`config.mk`:
```
export PLATFORM = sky130hd
export DESIGN_NAME = parity_check_sched
export DESIGN_NICKNAME = d
export VERILOG_FILES = /design/src/rtl/parity_sched_pkg.sv /design/src/rtl/parity_check_sched_tree.sv /design/src/rtl/parity_check_sched.sv
export SDC_FILE = /design/constraint.sdc
export NUM_CORES = 1
export LEC_CHECK = 0
export BUFFER_PORTS_ARGS = -buffer_cell sky130_fd_sc_hd__buf_2
export CORE_MARGIN = 1
export CORE_UTILIZATION = 25
export DETAILED_ROUTE_END_ITERATION = 16
export PLACE_DENSITY = 0.55
export SYNTH_ARGS = -nofsm -noshare
export SYNTH_HDL_FRONTEND = slang
export SYNTH_HIERARCHICAL = 1
export SYNTH_SLANG_ARGS = --single-unit
```
`constraint.sdc`:
```
create_clock -name clk -period 4 [get_ports clk]
set_input_delay 0.2 -clock clk [delete_from_list [all_inputs] [get_ports clk]]
set_output_delay 0.2 -clock clk [all_outputs]
set_load 0.03 [all_outputs]
```
`src/rtl/parity_sched_pkg.sv`:
```
`default_nettype none
// ============================================================================
//  Module   : parity_sched_pkg
//  Brief    : Shared types and the round-robin pick helper for the parity
//             check scheduler.
//  Revision : 1.0 - initial release
// ============================================================================
package parity_sched_pkg;

  // Upper bound on requester count supported by rr_pick
  localparam int unsigned MAX_NREQ = 32;
  localparam int unsigned MAX_IDX_W = $clog2(MAX_NREQ);

  typedef enum logic [1:0] {
    IDLE = 2'd0,
    CALC = 2'd1,
    HOLD = 2'd2
  } state_t;

  // Returns the first valid index strictly after 'last', wrapping modulo nreq.
  // The previously granted index is checked last, which makes it lowest priority.
  // If nothing is valid the result is 'last' and the caller must ignore it.
  function automatic int unsigned rr_pick(input logic [MAX_NREQ-1:0] valid,
                                          input int unsigned         last,
                                          input int unsigned         nreq);
    int unsigned idx;
    rr_pick = last;
    // Walk from the farthest distance down so the nearest valid index wins.
    for (int unsigned k = MAX_NREQ; k >= 1; k--) begin
      idx = last + k;
      if (idx >= nreq) idx = idx - nreq;
      if ((k <= nreq) && valid[idx[MAX_IDX_W-1:0]]) rr_pick = idx;
    end
  endfunction

endpackage
`default_nettype wire

```
`src/rtl/parity_check_sched_tree.sv`:
```
`default_nettype none
// ============================================================================
//  Module   : parity_tree
//  Brief    : Combinational balanced XOR reduction of a DW-bit word.
//             Leaves are padded to a power of two with zeros; node k of the
//             heap-ordered array is the XOR of its two children.
//  Revision : 1.0 - initial release
// ============================================================================
module parity_tree #(
  parameter int DW = 16
) (
  input  logic [DW-1:0] data,
  output logic          par
);

  localparam int LVL = (DW > 1) ? $clog2(DW) : 0;
  localparam int P2  = 1 << LVL;

  logic [2*P2-2:0] w_node;

  // Leaves occupy the last P2 heap slots
  for (genvar j = 0; j < P2; j++) begin : g_leaf
    if (j < DW) begin : g_data
      assign w_node[P2-1+j] = data[j];
    end else begin : g_pad
      assign w_node[P2-1+j] = 1'b0;
    end
  end

  // Internal nodes combine pairs, giving a log2(DW)-deep tree
  for (genvar k = 0; k < P2-1; k++) begin : g_node
    assign w_node[k] = w_node[2*k+1] ^ w_node[2*k+2];
  end

  assign par = w_node[0];

endmodule
`default_nettype wire

```
`src/rtl/parity_check_sched.sv`:
```
`default_nettype none
// ============================================================================
//  Module   : parity_check_sched
//  Brief    : Round-robin scheduler sharing one parity tree among NREQ
//             requesters. One request in flight at a time: IDLE grants and
//             captures, CALC evaluates and registers the response, HOLD waits
//             for the consumer.
//  Config   : PARITY_ERR_CNT_EN - adds per-requester saturating mismatch
//             counters (err_cnt) with a synchronous clear (err_cnt_clr).
//  Revision : 1.0 - initial release
// ============================================================================
module parity_check_sched
  import parity_sched_pkg::*;
#(
  parameter  int NREQ  = 4,
  parameter  int DW    = 16,
  parameter  int CNT_W = 8,
  localparam int ID_W  = $clog2(NREQ)
) (
  input  logic               clk,
  input  logic               rst,
  input  logic [NREQ-1:0]    req_valid,
  output logic [NREQ-1:0]    req_ready,
  input  logic [NREQ*DW-1:0] req_data,
  input  logic [NREQ-1:0]    req_exp,
  output logic               rsp_valid,
  input  logic               rsp_ready,
  output logic [ID_W-1:0]    rsp_id,
  output logic               rsp_parity,
  output logic               rsp_err,
  output logic               busy
`ifdef PARITY_ERR_CNT_EN
  ,
  output logic [NREQ*CNT_W-1:0] err_cnt,
  input  logic                  err_cnt_clr
`endif
);

  // Reject configurations the pick helper or counters cannot represent
  if ((NREQ < 2) || (NREQ > int'(MAX_NREQ)) || (DW < 1) || (CNT_W < 1)) begin : g_param_check
    $error("parity_check_sched: unsupported parameter set");
  end

  state_t                r_state;
  state_t                w_next_state;
  logic [ID_W-1:0]       r_last_grant;
  logic [ID_W-1:0]       w_grant;
  logic [ID_W-1:0]       r_id;
  logic [DW-1:0]         r_data;
  logic                  r_exp;
  logic [DW-1:0]         w_sel_data;
  logic                  w_sel_exp;
  logic                  w_take;
  logic                  w_accept;
  logic                  w_par;
  logic [MAX_NREQ-1:0]   w_valid_ext;

  // Widen the valid vector to the helper's fixed width
  always_comb begin
    w_valid_ext              = '0;
    w_valid_ext[NREQ-1:0]    = req_valid;
  end

  assign w_grant  = ID_W'(rr_pick(w_valid_ext, 32'(r_last_grant), 32'(NREQ)));
  // The picked index is always a valid one when any request is present
  assign w_take   = (r_state == IDLE) && !rst && (|req_valid);
  assign w_accept = (r_state == HOLD) && rsp_valid && rsp_ready;

  // Select the granted requester's word and expected parity
  always_comb begin
    w_sel_data = '0;
    w_sel_exp  = 1'b0;
    for (int i = 0; i < NREQ; i++) begin
      if (w_grant == ID_W'(i)) begin
        w_sel_data = req_data[i*DW +: DW];
        w_sel_exp  = req_exp[i];
      end
    end
  end

  parity_tree #(
    .DW (DW)
  ) u_tree (
    .data (r_data),
    .par  (w_par)
  );

  // State register
  always_ff @(posedge clk) begin
    if (rst) r_state <= IDLE;
    else     r_state <= w_next_state;
  end

  // Next-state logic
  always_comb begin
    w_next_state = r_state;
    case (r_state)
      IDLE:    if (w_take)   w_next_state = CALC;
      CALC:                  w_next_state = HOLD;
      HOLD:    if (w_accept) w_next_state = IDLE;
      default:               w_next_state = IDLE;
    endcase
  end

  // Handshake outputs: one-hot ready only in IDLE with a pending request
  always_comb begin
    busy      = (r_state != IDLE);
    req_ready = '0;
    for (int i = 0; i < NREQ; i++) begin
      req_ready[i] = w_take && (w_grant == ID_W'(i));
    end
  end

  // Capture on grant, register the response in CALC, retire it on accept
  always_ff @(posedge clk) begin
    if (rst) begin
      r_last_grant <= ID_W'(NREQ - 1);
      r_id         <= '0;
      r_data       <= '0;
      r_exp        <= 1'b0;
      rsp_valid    <= 1'b0;
      rsp_id       <= '0;
      rsp_parity   <= 1'b0;
      rsp_err      <= 1'b0;
    end else begin
      if (w_take) begin
        r_last_grant <= w_grant;
        r_id         <= w_grant;
        r_data       <= w_sel_data;
        r_exp        <= w_sel_exp;
      end
      if (r_state == CALC) begin
        rsp_valid  <= 1'b1;
        rsp_id     <= r_id;
        rsp_parity <= w_par;
        rsp_err    <= w_par ^ r_exp;
      end
      if (w_accept) begin
        rsp_valid <= 1'b0;
      end
    end
  end

`ifdef PARITY_ERR_CNT_EN
  // Saturating per-requester mismatch counters; clear beats increment
  for (genvar g = 0; g < NREQ; g++) begin : g_err_cnt
    logic [CNT_W-1:0] r_cnt;

    always_ff @(posedge clk) begin
      if (rst || err_cnt_clr) begin
        r_cnt <= '0;
      end else if (w_accept && rsp_err && (rsp_id == ID_W'(g)) && (r_cnt != {CNT_W{1'b1}})) begin
        r_cnt <= r_cnt + 1'b1;
      end
    end

    assign err_cnt[g*CNT_W +: CNT_W] = r_cnt;
  end
`endif

endmodule
`default_nettype wire

```
After elaboration in Yosys (flattened, before gate mapping)
Cells that the tools add are included.

Logic and storage cells: 90. Bits of input ports: 75. Flip-flop bits (word level): 28. Output and inout port bits: 10.

Add/sub/neg operators: 8. Reduce and logical (&&, ||, !) cells: 15. Multiplexer cells: 27. Bitwise logic cells: 16. Equality and inequality tests: 7. $lt $le $gt $ge: 8.

Operators by type and width (count): 2-to-1 mux 16 bit (4); < comparator 5 x 6 -> 1 bit, second input constant (4); binary-select mux 1 bit (select 5 bit) (4); 2-to-1 mux 5 bit (4); bitwise XOR 1 bit (16); 2-to-1 mux 2 bit (6); subtractor 3 x 3 -> 4 bit, second input constant (3); >= comparator 3 bit, second input constant (3); logical AND 1 bit (8); 2-to-1 mux 1 bit (8); adder 2 x 2 -> 3 bit, second input constant (2); == test 2 bit, second input constant (3); case mux 2 bit (3 select lines) (1); subtractor 4 x 3 -> 5 bit, second input constant (1); adder 2 x 3 -> 4 bit, second input constant (1); == test 2 x 1 -> 1 bit, second input constant (2); >= comparator 4 x 3 -> 1 bit, second input constant (1); logical NOT 2 bit (2); != test 2 bit, second input constant (2); OR reduction 4 bit (1); adder 2 x 1 -> 3 bit, second input constant (1); AND reduction 2 bit (1); nonzero test 2 bit (1); OR reduction 2 bit (1); logical NOT 1 bit (1).

Depth between registers and ports, before layout
Gate-level depths: netlist of run 1.

Word-level depth: 14. Depth in mapped cells: 12. Gate-level depth less buffers: 8.

Modules after synthesis
Netlist of run 1, hierarchy kept.

Modules (own cells, without submodules): parity_check_sched (times used 1, seq. area each 560.5 sq um, area each 1915.6 sq um, cells each 233); parity_tree (times used 1, seq. area each 0.0 sq um, area each 131.4 sq um, cells each 15).

Worst setup path before layout of run 1
No wires, ideal clock.

Path kind: reg2out. Start: reg r_last_grant[1]. End: out req_ready[2]. Slack: 1.090 ns. Path buffers: 3. Stages on the path, launching flop included: 11. Data required time: 3.800 ns. Data arrival time: 2.710 ns. Cell sequence: dfxtp_1 -> clkbuf_1 -> inv_1 -> ha_1 -> clkbuf_1 -> or3b_2 -> a22oi_1 -> o221ai_1 -> clkbuf_1 -> a21o_1 -> nor2_1.

Longest elaborated chain between the ends: 11. Elaborated cells between the ends (all ways): 30. Classes of those cells: add/sub: 8; order compare: 4; eq/ne: 1; mux: 16; reduce/logical: 1.

Ends and longest elaborated chain: start, declared (RTL line parity_check_sched.sv:46) `logic [ID_W-1:0] r_last_grant;`; start signal, assigned (RTL line parity_check_sched.sv:117) `r_last_grant <= ID_W'(NREQ - 1);`; start signal, assigned (RTL line parity_check_sched.sv:127) `r_last_grant <= w_grant;`; adder 2 x 3 -> 4 bit (RTL line parity_sched_pkg.sv:30) `idx = last + k;`; subtractor 4 x 3 -> 5 bit / >= comparator 4 x 3 -> 1 bit (equally long branches) (RTL line parity_sched_pkg.sv:31) `if (idx >= nreq) idx = idx - nreq;`; 2-to-1 mux 5 bit (RTL line parity_sched_pkg.sv:31); binary-select mux 1 bit (select 5 bit) (RTL line parity_sched_pkg.sv:32) `if ((k <= nreq) && valid[idx[MAX_IDX_W-1:0]]) rr_pick = idx;`; 2-to-1 mux 1 bit (implied by the code) (RTL line parity_sched_pkg.sv:32); 2-to-1 mux 2 bit (3 in series) (RTL line parity_sched_pkg.sv:32); 2-to-1 mux 2 bit * (RTL line parity_sched_pkg.sv:32); == test 2 bit * (RTL line parity_check_sched.sv:110) `req_ready[i] = w_take && (w_grant == ID_W'(i));`; logical AND 1 bit * (RTL line parity_check_sched.sv:110); end, declared (RTL line parity_check_sched.sv:23) `output logic [NREQ-1:0] req_ready,`.

Every way passes the cells marked *; elsewhere a longest branch is shown, timed or not. The select of a mux whose other input is x is not followed.

Final worst setup path of run 1
Start: reg r_last_grant[1]. End: out req_ready[1].

Longest elaborated chain between the ends: 11. Elaborated cells between the ends (all ways): 30. Classes of those cells: add/sub: 8; order compare: 4; eq/ne: 1; mux: 16; reduce/logical: 1.

Ends and longest elaborated chain (RTL line): adder 2 x 3 -> 4 bit (parity_sched_pkg.sv:30); subtractor 4 x 3 -> 5 bit / >= comparator 4 x 3 -> 1 bit (equally long branches) (parity_sched_pkg.sv:31); 2-to-1 mux 5 bit (parity_sched_pkg.sv:31); binary-select mux 1 bit (select 5 bit) (parity_sched_pkg.sv:32); 2-to-1 mux 1 bit (implied by the code) (parity_sched_pkg.sv:32); 2-to-1 mux 2 bit (3 in series) (parity_sched_pkg.sv:32); 2-to-1 mux 2 bit * (parity_sched_pkg.sv:32); == test 2 x 1 -> 1 bit * (parity_check_sched.sv:110); logical AND 1 bit * (parity_check_sched.sv:110).

Marks and branches as above.

==> flow_metrics.tcl, run 1 <==
set metrics [dict create \
    antenna_found_initial 0 \
    grt_pass1_wl_microns 9470 \
    drcViolationCount 0 \
    worstPathMaxFanout 11 \
    cts-htree-levels 1 \
    path_cells "inv_1, ha_1, or3b_2, a22oi_1, o221ai_1, nand3_1, nor2_1, buf_2" \
    rsz0062_at_grt "no" \
    synth-seq-cells 28 \
    fp.dieArea_sq_um 8550 \
    maxCapViolations 0 \
    ys.flop_type "dfxtp_1" \
    grt_max_degree 23 \
    path_class "reg -> out" \
    synth_edf_count 0 \
    final_core_util 0.328 \
    via_per_inst 4.95 \
    hold_slack_ns 0.220 \
    cts_tree "built" \
    routed_wl_microns 5810 \
    coreArea_sq_um 7810 \
    postCtsResizedCells 0 \
    power_density_nw_per_um2 804 \
    holdBufCountCts 0 \
    synth_area_leaders "dfxtp_1, and3_1, a211oi_1, xnor2_1, mux2i_1" \
    clock_path_buffers 2 \
    worst_ir_drop_vdd_mv 0.279 \
    drive_gt1_frac 0.321 \
    first_pass_iters 4 \
    seq_area_sq_um 561 \
    cts_setup_buffers 0 \
    yosys.area.top_type_share 0.274 \
    ant_nets 0 \
    dp_hpwl_microns 4480 \
    drtIter0Drc 145 \
    placedCellCount 417 \
    min_path_type "in -> reg" \
    synth.most_common_cell "dfxtp_1" \
    syn_area_sq_um 2050 \
    vias 2080 \
    start_util 0.262 \
    grt_use_total 0.138 \
    instances_no_fill 420 \
    place_ws_ns 0.771 \
    async_flop_share 0 \
    tns_ns 0 \
    tightest_slew_ns 0.694 \
    gr-total-overflow 0 \
    period_share 0.857 \
    portBuffers 84 \
    outcome "finished clean" \
    seq_area_frac_synth 0.274 \
    crit_arrival_ns 3.23 \
    cp-end-kind "primary output" \
    rows 32 \
    clk_latency_ns 0.28 \
    fillers 850 \
    fmax_mhz 292 \
    pin_count 85 \
    fin_skew_ns 0.00918 \
    slowest_delay_ns 0.56 \
    cts.sinks 28 \
    area_growth_pct 25.1 \
    first_global_vias 1969 \
    multi_input_area_sq_um 1370 \
    syn_nets 328 \
    maxSlewViolCount 0 \
    cts_buffers 3 \
    die_w_microns 92.5 \
    worst_slack_ns 0.572 \
    placed_cell_area_sq_um 2520 \
    cts_root_buf "clkbuf_8" \
    ys_top_cells_by_count "dfxtp_1, and3_1, a211oi_1, nor2_1, clkbuf_1" \
    die_y_microns 92.5 \
    startpoint_type "register" \
    setup_viol 0 \
    worst_ep_required_time_ns 3.80 \
    fin_total_pwr_mw 2.06 \
    cts.clk_slew.worst_paths_ns 0.10 \
    wl_per_cell_microns 13.8 \
    p_leak_nw 1.17 \
    n_antenna_cell 0 \
    slew_headroom 0.537 \
    design_area_sq_um 2560 \
    gp_congestion 0.803 \
    yosys.area.top_type "dfxtp_1" \
    cp_slowest_cell "o221ai_1" \
    syn_inst 248 \
    fin_nets 400 \
    finalHoldViolCount 0 \
    min_period_ns 3.43 \
    avgSynthCellArea_sq_um 8.25 \
    ys_types 42 \
    yosysWarningCount 6 \
]
[flip-flops by register name, summed over array words and instances, names as in the netlist]
| register | count |
|---|---|
| r_data | 16 |
| r_id | 2 |
| r_last_grant | 2 |
| r_state | 2 |
| rsp_id | 2 |
| r_exp | 1 |
| rsp_err | 1 |
| rsp_parity | 1 |
| rsp_valid | 1 |
[worst paths after layout]
path | from | to | slack (ns) | cells after the start
min | req_data[8] | r_data[8]$_SDFFE_PP0P_ | 0.22 | 3
min reg2reg | r_id[0]$_SDFFE_PP0P_ | r_id[0]$_SDFFE_PP0P_ | 0.47 | 2
max reg2reg | r_last_grant[1]$_SDFFE_PP1P_ | r_data[4]$_SDFFE_PP0P_ | 0.76 | 8
max | r_last_grant[1]$_SDFFE_PP1P_ | req_ready[1] | 0.57 | 8
[kinds of logic (layout without fill, tap and decap cells)]
family                     after synthesis  count (layout)  share of synthesized area
buffers and inverters                   25              95                     0.0550
DFF                                     28              28                      0.274
and+or+nand+nor                         87              87                      0.232
AOI/OAI and AO/OA                       69              69                      0.240
xor gates and xnor gates                16              16                     0.0685
muxes                                   18              18                     0.0996
adders and majority gates                5               5                     0.0306
[cell type report]
cell class	instances	share of cell area
tap	102	0.0498
clock buffer	3	0.0161
sequential	28	0.219
inverter	6	0.00879
multi-input combinational	195	0.536
timing repair buffer	86	0.170
[worst max-delay path, delay by kind of cell, from the launching register on]
family | cells | cell delay [ns]
AO/OA/AOI/OAI | 2 | 0.62
buffers and inverters | 2 | 0.35
adder cells (fa/ha/maj) | 1 | 0.47
AND/OR/NAND/NOR | 3 | 0.97
flip-flops | 1 | 0.54
[metal layers]
metal	GRT usage	share of wire	vias to the layer above
met4	0.0313	0.0065	0
met5	0	0	-
li1	-	-	1054
met3	0.0312	0.045	4
met1	0.189	0.49	958
met2	0.219	0.46	64
[report_power, final]
| part | switching [mW] | leakage (nW) | total [mW] | internal, mW |
|---|---|---|---|---|
| Clock | 0.0874 | 0.0216 | 0.155 | 0.0677 |
| Sequential | 0.0819 | 0.231 | 0.475 | 0.393 |
| Combinational | 0.785 | 0.921 | 1.43 | 0.646 |
| Total | 0.954 | 1.17 | 2.06 | 1.11 |
[cell usage in the layout (no fill, tap or decap), types with 2 or more instances in the layout]
cell type	count
clkbuf_8	3
o211ai_1	8
xnor2_1	15
nand2b_1	2
inv_1	6
nand3_1	6
ha_1	5
mux2i_1	11
o31ai_1	9
o21ai_0	9
nand2_1	13
and3_1	26
a21oi_1	7
dfxtp_1	28
a211oi_1	19
nor2_1	19
buf_4	2
nand3b_1	10
nor3b_1	2
a21boi_0	7
buf_2	84
or2_2	2
mux2_2	5
a221o_1	2
Note: power is estimated with default switching activity, not from simulation.
==> run 2: changes to the inputs <==
- PLACE_DENSITY: 0.55 -> unset
- REMOVE_ABC_BUFFERS: unset -> 1
==> run 2 against run 1 <==
  * Combinational power about the same
  * Register-to-register slack got worse by 0.12 ns
  * Sequential power increased by 3%
  * Global-route usage increased by 0.11 points
  * Critical endpoint unchanged
  * Highest routed layer unchanged
==> flow_metrics.tcl, run 2 (synthesized netlist as in run 1, its figures left out) <==
set metrics [dict create \
    slew_headroom 0.559 \
    maxSlewViolCount 0 \
    drcViolationCount 0 \
    fp.dieArea_sq_um 8550 \
    path_class "reg -> out" \
    n_antenna_cell 0 \
    postCtsResizedCells 0 \
    cp-end-kind "primary output" \
    wl_per_cell_microns 13.9 \
    routed_wl_microns 5870 \
    busiest_layer "met2" \
    cts.clk_slew.worst_paths_ns 0.10 \
    cts_setup_buffers 0 \
    clk_latency_ns 0.28 \
    grt_max_degree 23 \
    layout_common_cells "buf_2, dfxtp_1, and3_1" \
    coreArea_sq_um 7810 \
    r2r-start "r_last_grant[0]$_SDFFE_PP1P_" \
    fin_nets 402 \
    die_y_microns 92.5 \
    final_common_cell "buf_2" \
    met1_usage 0.191 \
    tns_ns 0 \
    multi_input_area_sq_um 1370 \
    area_growth_pct 26.5 \
    grt_pass1_wl_microns 9560 \
    gp_congestion 0.760 \
    cts_root_buf "clkbuf_8" \
    largest_reg_flops 16 \
    grt_use_total 0.139 \
    period_share 0.863 \
    tightest_slew_ns 0.662 \
    cts.sinks 28 \
    p_leak_nw 1.19 \
    outcome "finished clean" \
    holdBufCountCts 0 \
    holdCritStartpoint "req_data[5]" \
    start_util 0.262 \
    placedCellCount 419 \
    placed_cell_area_sq_um 2530 \
    startpoint_type "register" \
    rows 32 \
    worstPathMaxFanout 22 \
    worst_ir_drop_vdd_mv 0.313 \
    power_density_nw_per_um2 816 \
    maxCapViolations 0 \
    cts_tree "built" \
    gr-usage-met2 0.225 \
    min_path_type "in -> reg" \
    die_w_microns 92.5 \
    portBuffers 84 \
    pin_count 85 \
    first_global_vias 1929 \
    design_area_sq_um 2590 \
    crit_path_start "r_last_grant[0]$_SDFFE_PP1P_" \
    worst_ep_required_time_ns 3.80 \
    dp_hpwl_microns 4490 \
    drtIter0Drc 79 \
    cts-htree-levels 1 \
    largest_register "r_data" \
    rsz0062_at_grt "no" \
    drive_gt1_frac 0.327 \
    fillers 858 \
    instances_no_fill 423 \
    antenna_found_initial 0 \
    finalHoldViolCount 0 \
    seq_area_sq_um 561 \
    ant_nets 0 \
    first_pass_iters 4 \
    cts_buffers 3 \
    gr-total-overflow 0 \
    clock_path_buffers 2 \
    crit_arrival_ns 3.25 \
    met3_usage 0.0296 \
    vias 2056 \
    fmax_mhz 290 \
    min_period_ns 3.45 \
    setup_viol 0 \
    via_per_inst 4.86 \
    fin_skew_ns 0.00163 \
]
==> run 2: cell count changes in the layout (fill, tap and decap cells not counted), sizes merged <==
| cell | delta |
|---|---|
| buf | +2 |
| clkbuf | +1 |
==> run 2: area by class of cell <==
| class | instances | share of cell area |
|---|---|---|
| clock buffer | 4 | 0.0213 |
| multi-input combinational | 195 | 0.530 |
| tap | 102 | 0.0493 |
| sequential | 28 | 0.216 |
| inverter | 6 | 0.00870 |
| timing repair buffer | 88 | 0.174 |
==> run 2: path summary, 6_finish.rpt <==
check	end	slack [ns]	depth (start not counted)
worst min register to register	r_id[0]$_SDFFE_PP0P_	0.46	2
worst min-delay path	r_data[5]$_SDFFE_PP0P_	0.22	3
worst max register to register	r_data[3]$_SDFFE_PP0P_	0.64	10
worst max-delay path	req_ready[1]	0.55	9
==> run 2: per-stage QoR <==
stage | hold WS [ns] | total power [mW] | setup WS, ns | util
2_1_floorplan | 0.269 | 1.60 | 0.878 | -
4_1_cts | 0.219 | 2.12 | 0.562 | 0.332
3_5_place_dp | 0.449 | 1.94 | 0.676 | 0.325
3_3_place_gp | 0.448 | 1.91 | 0.861 | 0.325
6_report | 0.219 | 2.11 | 0.547 | 0.332
5_1_grt | 0.227 | 2.30 | 0.288 | 0.332
==> run 2: report_power, final <==
group          switching (mW)  internal (mW)  total [mW]
Combinational           0.777          0.665        1.44
Sequential             0.0960          0.393       0.489
Clock                  0.0933         0.0883       0.182
Total                   0.966           1.15        2.11
==> run 2: critical path: stages, from the launching register on <==
cell and delay (ns):
dfxtp_1 0.68, inv_1 0.15, ha_1 0.44, or3b_2 0.49, a22oi_1 0.18, o221ai_1 0.13
buf_4 0.22, nand3_1 0.38, nor2_1 0.10, buf_2 0.19
==> run 2: metal layers <==
metal / part of all wire / vias up
li1: - / 1053
met1: 0.48 / 929
met2: 0.46 / 70
met5: 0 / -
met3: 0.060 / 4
met4: 0.0068 / 0
==> run 3: changes to the inputs <==
- CORE_UTILIZATION: 25 -> 48
- PLACE_DENSITY: unset -> 0.8
==> run 3 against run 2 <==
  * Clock skew up 0.0043 ns
  * Total power up 0.36%
  * Sequential power down 3%
  * Combinational power about the same
  * Maximum frequency up 1.8%
  * Clock-buffer cell count down 1
  * Clock power up 24%
  * Wire length down 15%
  * Sequential cell count unchanged
  * Critical path type unchanged
  * Core utilization up 29 points
==> flow_metrics.tcl, run 3 (synthesized netlist as in run 1, its figures left out) <==
set metrics [dict create \
    worst_ir_drop_vdd_mv 0.458 \
    cp-end-kind "primary output" \
    postCtsResizedCells 0 \
    slew_headroom 0.562 \
    pin_count 85 \
    die_y_microns 67.3 \
    coreArea_sq_um 4060 \
    drtIter0Drc 160 \
    grt_max_degree 23 \
    tns_ns 0 \
    maxCapViolations 0 \
    tightest_slew_ns 0.658 \
    grt_use_total 0.230 \
    r2r_slack_ns 0.82 \
    maxSlewViolCount 0 \
    min_period_ns 3.39 \
    reg2regPathDepth 8 \
    fmax_mhz 295 \
    cts-htree-levels 1 \
    rsz0062_at_grt "no" \
    p_leak_nw 1.19 \
    dp_hpwl_microns 3770 \
    gr-total-overflow 0 \
    fin_skew_ns 0.00590 \
    whs_path_depth 4 \
    cts_root_buf "clkbuf_8" \
    grt_pass1_wl_microns 8110 \
    met2_length_microns 2330 \
    startpoint_type "register" \
    worst_ep_required_time_ns 3.80 \
    cts_buffers 3 \
    cts.clk_slew.worst_paths_ns 0.10 \
    clk_latency_ns 0.28 \
    holdBufCountCts 0 \
    fillers 373 \
    power_density_nw_per_um2 839 \
    routed_wl_microns 4980 \
    worstPathMaxFanout 18 \
    layout_common_cells "buf_2, dfxtp_1, and3_1" \
    clock_path_buffers 2 \
    cts_setup_buffers 0 \
    first_global_vias 1775 \
    area_growth_pct 23.4 \
    setup_viol 0 \
    start_util 0.504 \
    m1WireLength_microns 2320 \
    final_common_cell "buf_2" \
    period_share 0.848 \
    fp.dieArea_sq_um 4530 \
    via_per_inst 5.57 \
    cts.sinks 28 \
    die_w_microns 67.3 \
    finalHoldViolCount 0 \
    path_class "reg -> out" \
    vias 2057 \
    cts_tree "built" \
    fin_nets 400 \
    outcome "finished clean" \
    largest_reg_flops 16 \
    crit_arrival_ns 3.19 \
    portBuffers 84 \
    fin_total_pwr_mw 2.12 \
    top_layer_used "met4" \
    min_path_type "in -> reg" \
    ant_nets 0 \
    drive_gt1_frac 0.323 \
    n_antenna_cell 0 \
    drcViolationCount 0 \
    gp_congestion 0.813 \
    antenna_found_initial 0 \
    wl_met3_microns 312 \
    rows 23 \
    first_pass_iters 4 \
    wl_per_cell_microns 13.5 \
    largest_register "r_data" \
]
run 3: changes by cell type in the layout (fill, tap and decap cells not counted), sizes merged:
cell,previous run,this run
buf,88,86
clkbuf,4,3
bufinv,0,1
run 3: worst paths after layout:
kind,endpoint,from
worst max-delay path,req_ready[1],r_last_grant[1]$_SDFFE_PP1P_
worst min-delay path,r_state[1]$_SDFFE_PP0P_,rsp_ready
worst max register to register,r_data[11]$_SDFFE_PP0P_,r_last_grant[1]$_SDFFE_PP1P_
worst min register to register,r_id[0]$_SDFFE_PP0P_,r_id[0]$_SDFFE_PP0P_
run 3: metrics by stage:
step / hold WS, ns / instance area (sq um) / util / cells / worst slack (ns)
after floorplan: 0.269 / 1960 / - / 229 / 0.878
after global placement: 0.448 / 2450 / 0.605 / 365 / 0.914
after detailed placement: 0.460 / 2450 / 0.605 / 365 / 0.842
after CTS: 0.213 / 2530 / 0.623 / 369 / 0.657
after global routing: 0.243 / 2530 / 0.623 / 369 / 0.318
final: 0.211 / 2530 / 0.623 / 369 / 0.609
run 3: layout make-up:
| cell class | instances | area, sq um | area share |
|---|---|---|---|
| Clock buffer | 3 | 41.3 | 0.0163 |
| Sequential cell | 28 | 561 | 0.222 |
| Multi-Input combinational cell | 195 | 1370 | 0.544 |
| Inverter | 6 | 22.5 | 0.00892 |
| Timing Repair Buffer | 86 | 435 | 0.172 |
| Clock inverter | 1 | 30.0 | 0.0119 |
| Tap cell | 50 | 62.6 | 0.0248 |
run 3: worst max-delay path, cell delays in order (launching register included):
cell and delay (ns):
dfxtp_1 0.56, inv_1 0.11, ha_1 0.48, mux2_2 0.37, nand3_1 0.08, o31a_1 0.44, nand2_1 0.40, nor2_1 0.24
buf_2 0.23
run 3: report_power, final:
group	total, mW	switching (mW)	internal, mW
clock	0.226	0.0917	0.134
sequential	0.474	0.0815	0.393
combinational	1.42	0.775	0.645
total	2.12	0.948	1.17
run 3: layer usage:
layer	up-vias	GRT usage
met5	-	0
met4	0	0.0160
met3	2	0.0389
met2	81	0.400
met1	921	0.308
li1	1053	-
